$ cat src/rtl/serial_adder.sv
// Multi-cycle adder/subtractor: consumes CHUNK bits per clock, LSB chunk first,
// with a registered carry between chunks and valid/ready handshakes on both sides.
module serial_adder #(
  parameter int unsigned WIDTH = 8,
  parameter int unsigned CHUNK = 2
) (
  input  logic             clk_i,
  input  logic             rst_i,
  input  logic             in_valid_i,
  output logic             in_ready_o,
  input  logic [WIDTH-1:0] a_i,
  input  logic [WIDTH-1:0] b_i,
  input  logic             sub_i,
  output logic             out_valid_o,
  input  logic             out_ready_i,
  output logic [WIDTH-1:0] s_o,
  output logic             cout_o,
  output logic             ovf_o
);

  localparam int unsigned N    = WIDTH / CHUNK;
  localparam int unsigned CntW = (N > 1) ? $clog2(N) : 1;

  if ((WIDTH < 2) || ((WIDTH % CHUNK) != 0)) begin : gen_param_check
    $error("serial_adder: WIDTH must be >= 2 and a multiple of CHUNK");
  end

  typedef enum logic [1:0] {StIdle, StRun, StDone} state_e;

  state_e            state_q, state_d;
  logic [WIDTH-1:0]  a_q, a_d;
  logic [WIDTH-1:0]  b_q, b_d;
  logic [WIDTH-1:0]  acc_q, acc_d;
  logic              carry_q, carry_d;
  logic [CntW-1:0]   cnt_q, cnt_d;
  logic [WIDTH-1:0]  s_q, s_d;
  logic              cout_q, cout_d;
  logic              ovf_q, ovf_d;
  logic [CHUNK:0]    chunk_sum;

  assign chunk_sum = {1'b0, a_q[CHUNK-1:0]} + {1'b0, b_q[CHUNK-1:0]}
                   + {{CHUNK{1'b0}}, carry_q};

  always_comb begin
    state_d = state_q;
    a_d     = a_q;
    b_d     = b_q;
    acc_d   = acc_q;
    carry_d = carry_q;
    cnt_d   = cnt_q;
    s_d     = s_q;
    cout_d  = cout_q;
    ovf_d   = ovf_q;
    unique case (state_q)
      StIdle: begin
        if (in_valid_i) begin
          state_d = StRun;
          a_d     = a_i;
          b_d     = b_i ^ {WIDTH{sub_i}};
          carry_d = sub_i;
          cnt_d   = '0;
          acc_d   = '0;
        end
      end
      StRun: begin
        // Operands shift right so the active chunk always sits in the low bits;
        // result chunks enter the accumulator from the top.
        a_d     = a_q >> CHUNK;
        b_d     = b_q >> CHUNK;
        carry_d = chunk_sum[CHUNK];
        acc_d   = (acc_q >> CHUNK) | (WIDTH'(chunk_sum[CHUNK-1:0]) << (WIDTH - CHUNK));
        cnt_d   = cnt_q + CntW'(1);
        if (cnt_q == CntW'(N - 1)) begin
          state_d = StDone;
          s_d     = acc_d;
          cout_d  = chunk_sum[CHUNK];
          // On the last chunk the low bits hold the original operand MSBs.
          ovf_d   = (a_q[CHUNK-1] == b_q[CHUNK-1]) && (acc_d[WIDTH-1] != a_q[CHUNK-1]);
        end
      end
      StDone: begin
        if (out_ready_i) state_d = StIdle;
      end
      default: state_d = StIdle;
    endcase
  end

  always_ff @(posedge clk_i or posedge rst_i) begin
    if (rst_i) begin
      state_q <= StIdle;
      a_q     <= '0;
      b_q     <= '0;
      acc_q   <= '0;
      carry_q <= 1'b0;
      cnt_q   <= '0;
      s_q     <= '0;
      cout_q  <= 1'b0;
      ovf_q   <= 1'b0;
    end else begin
      state_q <= state_d;
      a_q     <= a_d;
      b_q     <= b_d;
      acc_q   <= acc_d;
      carry_q <= carry_d;
      cnt_q   <= cnt_d;
      s_q     <= s_d;
      cout_q  <= cout_d;
      ovf_q   <= ovf_d;
    end
  end

  assign in_ready_o  = (state_q == StIdle);
  assign out_valid_o = (state_q == StDone);
  assign s_o         = s_q;
  assign cout_o      = cout_q;
  assign ovf_o       = ovf_q;

endmodule

$ cat config.mk
export PLATFORM = sky130hd
export DESIGN_NAME = serial_adder
export DESIGN_NICKNAME = d
export VERILOG_FILES = /design/src/rtl/serial_adder.sv
export SDC_FILE = /design/constraint.sdc
export NUM_CORES = 1
export LEC_CHECK = 0
export BUFFER_PORTS_ARGS = -buffer_cell sky130_fd_sc_hd__buf_2
export CORE_MARGIN = 2
export CORE_UTILIZATION = 40
export DETAILED_ROUTE_END_ITERATION = 8
export GPL_ROUTABILITY_DRIVEN = 0
export HOLD_SLACK_MARGIN = 0.02
export PLACE_DENSITY_LB_ADDON = 0.15
export SETUP_SLACK_MARGIN = 0.5
export SYNTH_ARGS = -nofsm -noshare
export SYNTH_HDL_FRONTEND = slang
export SYNTH_SLANG_ARGS = --single-unit
$ cat constraint.sdc
create_clock -name clk_i -period 1.9 [get_ports clk_i]
set_input_delay 0.19 -clock clk_i [delete_from_list [all_inputs] [get_ports clk_i]]
set_output_delay 0.19 -clock clk_i [all_outputs]
set_load 0.005 [all_outputs]
* Word level (Yosys, flattened, before mapping)
Index checks and enable logic that the tools add are counted.
Word-level totals: flip-flop bits (word level) 39, output and inout port bits 12, word-level logic and storage cells 42
Operators by class: equality and inequality tests 8, reductions and logical operators 6, add/subtract/negate cells 3, bitwise operators 2, mux-type cells 14
Operators with widths (count):
- 8-bit one-hot mux with 2 select lines | 3
- 8-bit two-way mux | 3
- 2-bit two-way mux | 4
- 6-bit by 8-bit OR with 8-bit output | 1
- 8-bit bitwise XOR | 1
- 2-bit one-hot mux with 3 select lines | 1
- 2-bit equality test (second input constant) | 2
- 2-bit != test (second input constant) | 2
- 2-bit one-hot mux with 2 select lines | 1
- 2-bit AND reduction | 2
- 2-bit by 2-bit adder with 3-bit output | 1
- 3-bit by 1-bit adder with 3-bit output | 1
- 3-bit AND reduction | 1
- 2-bit by 1-bit adder with 2-bit output (second input constant) | 1
- 2-bit by 1-bit equality test with 1-bit output (second input constant) | 1
- 2-bit logical NOT | 1
- 2-bit by 1-bit != test with 1-bit output (second input constant) | 1
- 1-bit one-hot mux with 2 select lines | 1
- 2-bit nonzero test | 1
- 1-bit equality test | 1
- 1-bit logical AND | 1
- 1-bit two-way mux | 1
- 1-bit != test | 1

* Depth between registers and ports, before layout
Gate-level depths: netlist of run 1.
depth after elaboration 5, depth in mapped cells 6, gate-level depth less buffers 6

* Least setup slack after synthesis of run 1
Ideal clock, no wire load.
path kind flip-flop to flip-flop, start point register a_q[0], end point register ovf_q (netlist: ovf_o), setup slack 209 ps, data arrival time 1595 ps, cell stages (with the launch flop) 7, path buffers 0, period minus slack after synthesis 1691 ps, required time 1805 ps, cell sequence dfrtp_1 > inv_1 > fa_1 > inv_1 > fa_1 > xnor2_1 > o31ai_1
On the way: word-level cells in the longest chain between the ends 5
RTL lines:
- start, declared | line 31 | logic [WIDTH-1:0] a_q, a_d;
- start signal, assigned | line 91 | a_q <= '0;
- start signal, assigned | line 101 | a_q <= a_d;
- 2-bit by 2-bit adder with 3-bit output | line 41 | assign chunk_sum = {1'b0, a_q[CHUNK-1:0]} + {1'b0, b_q[CHUNK-1:0]}
- 3-bit by 1-bit adder with 3-bit output | line 42 | + {{CHUNK{1'b0}}, carry_q};
- net chunk_sum[1] | line 39 | logic [CHUNK:0] chunk_sum;
- 6-bit by 8-bit OR with 8-bit output | line 71 | acc_d = (acc_q >> CHUNK) | (WIDTH'(chunk_sum[CHUNK-1:0]) << (WIDTH - CHUNK));
- 1-bit != test | line 78 | ovf_d = (a_q[CHUNK-1] == b_q[CHUNK-1]) && (acc_d[WIDTH-1] != a_q[CHUNK-1]);
- 1-bit logical AND | line 78
- end signal, assigned | line 108 | ovf_q <= ovf_d;
- end, declared | line 38 | logic ovf_q, ovf_d;
The timed path passes the listed nets, and every way through them passes these cells. A chain may end at the register's enable or synchronous reset.

* Final worst setup path of run 1
Same ends and word-level chain as after synthesis.

==> flow_metrics.tcl, run 1 <==
set metrics [dict create \
    timing.critical_path.max_delay_family "adder cells" \
    path_clk_slew_ns 0.07 \
    syn-instance-count 160 \
    detail_route.wirelength.met1_microns 1790 \
    clk-insertion-delay-late_ns 0.29 \
    p_total_mw 3.50 \
    totalNegativeSetupSlack_ns 0 \
    slew_violations 0 \
    multi_input_gate_area_sq_um 768 \
    critical_path.cell_chain "inv_2 -> fa_2 -> inv_2 -> fa_2 -> xnor2_1 -> o31ai_1" \
    grt_setup_unrepaired "true" \
    route.met3.wl_microns 182 \
    detail_route.wirelength_microns 3950 \
    synthesis.nets 185 \
    synth_sequential_area_ratio 0.524 \
    drtIter0Drc 81 \
    register_area_sq_um 928 \
    synthesis.area_sq_um 1770 \
    synthesis.yosys.warnings 0 \
    initial_standard_cell_utilization_of_the_core 0.412 \
    io-pin-count 33 \
    post-route-min-period_ns 1.76 \
    endpoint "ovf_o" \
    relSlewSlack 0.684 \
    fp.dieW_microns 70.5 \
    numClockSinks 37 \
    top_signal_layer_used "met4" \
    post_synth_fa_ha_maj_area_fraction 0.0368 \
    total_gr_overflow 0 \
    htree_levels 2 \
    finalNetCount 235 \
    worstMarginPinSlew_ns 0.474 \
    timing.critical_path.to_type "register" \
    synthMuxAreaShare 0.0510 \
    detailedPlacementHpwl_microns 2570 \
    layout_setup_ws_ns 0.141 \
    cp_slowest_cell "fa_2" \
    timing.reg2reg.setup_slack_ns 0.14 \
    vdd.ir_drop.worst_uv 590 \
    placement_rows 24 \
    routed_wire_per_std_cell_microns 15.0 \
    cp_data_arrival_time_ns 1.96 \
    drc_errors 0 \
    power.density_nw_per_um2 1550 \
    crit_buf_inv 2 \
    utilization 0.526 \
    synth.lib_cells_used.distinct 26 \
    detail-route-antenna-nets 0 \
    max_freq_ghz 0.568 \
    max_capacitance_violation_total 0 \
    antenna_found_initial 0 \
    worst_hold_slack_ns 0.0944 \
    total_global_route_track_usage 0.170 \
    grt_pass1_vias 1362 \
    preCtsSetupSlack_ns 0.161 \
    filler_cell_count 406 \
    worst_hold_path_type "input pin to register" \
    regToRegStartpoint "a_q[0]" \
    clock-root-buffer "clkbuf_8" \
    crit_path_start "a_q[0]" \
    cts_buffers 5 \
    critical_path_class "register to register" \
    global_route_wire_length_before_repair_microns 6590 \
    yosys.area_share.xor_xnor 0.0446 \
    crit_path_start_kind "register" \
    setup_violations 0 \
    max_stage_delay_ns 0.45 \
    final-hold-violation-count 0 \
    synth_top_family_by_area "compound AO/OA/AOI/OAI gates" \
    regToRegEndpoint "ovf_o" \
    post_synth_and_or_nand_nor_area_fraction 0.0771 \
    leakagePower_nw 1.09 \
    floorplan.die_area_sq_um 4970 \
    met2_wirelength_microns 1940 \
    crit_path_max_fanout 3 \
    flow.area_growth_from_synthesis_pct 27.7 \
    pin_count_of_the_biggest_net_entering_global_routing 38 \
    synth-seq-cells 37 \
    final_layout_size_suffix_gt1_frac 0.389 \
    postSynthAreaPerCell_sq_um 11.0 \
    layout_worst_path_cycle_share 0.926 \
    die_y_microns 70.5 \
    max-clock-path-buffers 2 \
    drt_first_pass_iters 4 \
    num_antenna_cells 0 \
    floorplan.core_area_sq_um 4290 \
    timing.clock.skew_ns 0.00414 \
    run_status "complete, no violations" \
    detail_route.vias_per_cell 5.29 \
    synth_compound_area_frac 0.212 \
    worstRegToRegCells 6 \
    layout.cells.most_common_list "35 x dfrtp_1, 32 x buf_2, 17 x buf_4" \
    tritoncts_clock_tree "yes" \
    route.vias.total 1390 \
    cp_num_cells 6 \
    mostFrequentLayoutCell "dfrtp_1" \
    place.port_buffers 32 \
    req_time_crit_path_ns 2.10 \
]
[final cells by class]
type                    instances  share of cell area
inverters                      11              0.0183
multi-input cells             100               0.340
well taps                      52              0.0288
flip-flops and latches         37               0.411
clock inverters                 1             0.00222
repair buffers                 55               0.157
clock buffers                   7              0.0427
[per-layer routing]
metal	global-route usage	vias up
li1	-	671
met3	0.0447	5
met1	0.229	679
met2	0.271	35
met4	0.0449	0
met5	0	-
[synthesized netlist by cell type]
| master | count | area [sq um] |
|---|---|---|
| o21bai_2 | 1 | 11.3 |
| nand3b_1 | 1 | 7.51 |
| a32o_1 | 1 | 10.0 |
| xor2_1 | 2 | 17.5 |
| a221o_1 | 5 | 50.1 |
| fa_1 | 2 | 40.0 |
| xnor2_1 | 7 | 61.3 |
| clkbuf_1 | 4 | 15.0 |
| or3b_1 | 1 | 8.76 |
| a22o_1 | 6 | 52.6 |
| inv_1 | 11 | 41.3 |
| nand2b_1 | 1 | 6.26 |
| a2bb2oi_1 | 2 | 17.5 |
| nor2b_1 | 11 | 68.8 |
| a22oi_1 | 8 | 60.1 |
| nor2_1 | 3 | 11.3 |
| o211ai_1 | 1 | 7.51 |
| nand2_1 | 9 | 33.8 |
| buf_2 | 8 | 40.0 |
| o31ai_1 | 1 | 7.51 |
| ha_1 | 2 | 25.0 |
| dfrtp_1 | 37 | 926 |
| o21ai_0 | 14 | 70.1 |
| a21oi_1 | 9 | 45.0 |
| mux2_2 | 8 | 90.1 |
| o32ai_1 | 5 | 43.8 |
[report_power, final]
part           total [mW]  switching, mW  internal, mW  leakage, nW
Combinational        1.53          0.706         0.828        0.559
Clock               0.605          0.277         0.328       0.0542
Sequential           1.36          0.245          1.12        0.477
Total                3.50           1.23          2.27         1.09
[cell families (layout without fill, tap and decap cells)]
kind of cell / Yosys count / in the layout
adder cells (fa/ha/maj): 4 / 4
flip-flops: 37 / 37
AND/OR/NAND/NOR: 26 / 26
AO/OA/AOI/OAI: 53 / 53
multiplexers: 8 / 8
buffers and inverters: 23 / 74
XOR/XNOR: 9 / 9
[stage by stage]
stage          cell area (sq um)  std cells
6_report                    2260        263
5_1_grt                     2260        263
4_1_cts                     2180        256
3_5_place_dp                2010        241
3_3_place_gp                2010        241
2_1_floorplan               1770        160
[sequential cells by signal (all words and copies together), names as in the netlist]
register  count
carry_q       1
cout_o        1
acc_q         6
ovf_o         1
cnt_q         2
state_q       2
a_q           8
b_q           8
s_o           8
[what timing repair did]
action                                  in CTS  in global routing
setup buffers                                6                  7
endpoints found under the setup margin      21                 24
endpoints found under the hold margin       15                  0
pin swaps                                    1                  1
hold buffers                                 1                  0
gates resized for setup                      5                 11
[worst min path at each step]
stage / start / endpoint / cells after the start
final: out_ready_i / state_q[1] / 2
after global placement: rst_i / cout_o / 3
after floorplan: out_ready_i / state_q[1] / 1
after CTS: out_ready_i / state_q[1] / 2
after detailed placement: rst_i / ovf_o / 3
after global routing: out_ready_i / state_q[1] / 2
No activity file was read; power rests on OpenSTA's default activity.
==> run 2: changes to the inputs <==
==> constraint.sdc (replaced) <==
create_clock -name clk_i -period 1.9 [get_ports clk_i]
set_input_delay 0 -clock clk_i [delete_from_list [all_inputs] [get_ports clk_i]]
set_output_delay 0 -clock clk_i [all_outputs]
set_load 0.005 [all_outputs]
==> flow_metrics.tcl, run 2 (synthesis results as in run 1) <==
set metrics [dict create \
    run_status "complete, no violations" \
    critical_path.cell_chain "inv_2 -> fa_2 -> inv_2 -> fa_2 -> xnor2_1 -> o31ai_1" \
    layout_worst_path_cycle_share 0.920 \
    power.switching_mw 1.20 \
    worst_hold_path_type "input pin to register" \
    share_clk_of_total_power 0.177 \
    crit_buf_inv 2 \
    placement_rows 24 \
    total_gr_overflow 0 \
    p_total_mw 3.42 \
    floorplan.core_area_sq_um 4290 \
    critical_path_class "register to register" \
    grt_pass1_vias 1339 \
    slew_violations 0 \
    max_stage_delay_ns 0.45 \
    timing.clock.skew_ns 0.00420 \
    totalNegativeSetupSlack_ns 0 \
    timing.critical_path.max_delay_family "adder cells" \
    relSlewSlack 0.690 \
    power.density_nw_per_um2 1490 \
    filler_cell_count 401 \
    io-pin-count 33 \
    total_global_route_track_usage 0.166 \
    initial_standard_cell_utilization_of_the_core 0.412 \
    numClockSinks 37 \
    global_route_wire_length_before_repair_microns 6470 \
    final-hold-violation-count 0 \
    floorplan.die_area_sq_um 4970 \
    mostFrequentLayoutCell "dfrtp_1" \
    crit_path_max_fanout 3 \
    max_freq_ghz 0.572 \
    netSwitchingFraction 0.350 \
    num_antenna_cells 0 \
    vdd.ir_drop.worst_uv 564 \
    cts_buffers 5 \
    p_seq_frac 0.407 \
    pin_count_of_the_biggest_net_entering_global_routing 38 \
    htree_levels 2 \
    max-clock-path-buffers 2 \
    routed_wire_per_std_cell_microns 14.3 \
    leakagePower_nw 1.11 \
    path_clk_slew_ns 0.07 \
    die_y_microns 70.5 \
    route.vias.total 1382 \
    post-route-min-period_ns 1.75 \
    finalNetCount 240 \
    comb_power_share 0.417 \
    place.port_buffers 32 \
    cp_slowest_cell "fa_2" \
    clk-insertion-delay-late_ns 0.29 \
    detailedPlacementHpwl_microns 2570 \
    detail-route-antenna-nets 0 \
    clock-root-buffer "clkbuf_8" \
    flow.area_growth_from_synthesis_pct 29.9 \
    max_capacitance_violation_total 0 \
    cp_data_arrival_time_ns 1.94 \
    antenna_found_initial 0 \
    drc_errors 0 \
    setup_violations 0 \
    detail_route.wirelength_microns 3840 \
    grt_setup_unrepaired "true" \
    worstMarginPinSlew_ns 0.465 \
    drt_first_pass_iters 4 \
    p_int_mw 2.22 \
    crit_path_start_kind "register" \
    detail_route.vias_per_cell 5.16 \
    tritoncts_clock_tree "yes" \
    fp.dieW_microns 70.5 \
    layout.cells.most_common_list "35 x dfrtp_1, 32 x buf_2, 19 x buf_4" \
    timing.critical_path.to_type "register" \
    final_layout_size_suffix_gt1_frac 0.361 \
    req_time_crit_path_ns 2.10 \
    drtIter0Drc 91 \
]
run 2: through the flow:
step / std cells / hold WS [ns] / setup WS (ns) / utilization / area, sq um
finish: 268 / 0.0226 / 0.152 / 0.535 / 2300
global route: 268 / 0.0310 / 0.0599 / 0.535 / 2300
global placement: 241 / 0.126 / 0.213 / 0.469 / 2010
CTS: 258 / 0.0231 / 0.158 / 0.514 / 2210
detailed placement: 241 / 0.139 / 0.161 / 0.469 / 2010
floorplan: 160 / 0.107 / 0.253 / - / 1770
run 2: area by class of cell:
| type | count | area, sq um | area share |
|---|---|---|---|
| Tap cell | 52 | 65.1 | 0.0283 |
| Timing Repair Buffer | 60 | 394 | 0.172 |
| Clock buffer | 7 | 96.3 | 0.0420 |
| Inverter | 11 | 41.3 | 0.0180 |
| Sequential cell | 37 | 928 | 0.404 |
| Clock inverter | 1 | 5.00 | 0.00218 |
| Multi-Input combinational cell | 100 | 766 | 0.334 |
run 2: what timing repair did:
| item | CTS | global route |
|---|---|---|
| endpoints found under the hold margin | 44 | 0 |
| setup buffers | 1 | 10 |
| hold buffers | 8 | 0 |
| pin swaps | 1 | 1 |
| endpoints found under the setup margin | 21 | 16 |
| gates resized for setup | 5 | 5 |
run 2: worst min-delay path, stage by stage:
cell and delay, ns:
buf_2 0.08, xnor2_1 0.10, o211ai_1 0.08
run 2: path summary, 6_finish.rpt:
path,cells after the start,endpoint,from,slack (ns)
setup / recovery,6,ovf_o,a_q[0],0.15
hold / removal,3,b_q[4],b_i[4],0.02
setup reg to reg,6,ovf_o,a_q[0],0.15
hold reg to reg,2,s_o[6],s_o[6],0.47
max in group asynchronous,4,state_q[1],rst_i,1.19
min in group asynchronous,4,s_o[0],rst_i,0.36
run 2: metal layers:
| layer | routed length [microns] | up-vias | part of all wire | track usage |
|---|---|---|---|---|
| li1 | - | 682 | - | - |
| met1 | 1870 | 670 | 0.49 | 0.227 |
| met2 | 1810 | 26 | 0.47 | 0.261 |
| met3 | 122 | 4 | 0.032 | 0.0447 |
| met4 | 35 | 0 | 0.0091 | 0.0449 |
| met5 | 0 | - | 0 | 0 |
run 2: power groups by stage:
| stage | logic (mW) | clock network (mW) | registers [mW] |
|---|---|---|---|
| floorplan | 0.914 | 0 | 1.31 |
| global placement | 1.21 | 0 | 1.40 |
| detailed placement | 1.25 | 0 | 1.41 |
| CTS | 1.30 | 0.621 | 1.41 |
| global route | 1.60 | 0.658 | 1.44 |
| finish | 1.43 | 0.605 | 1.39 |
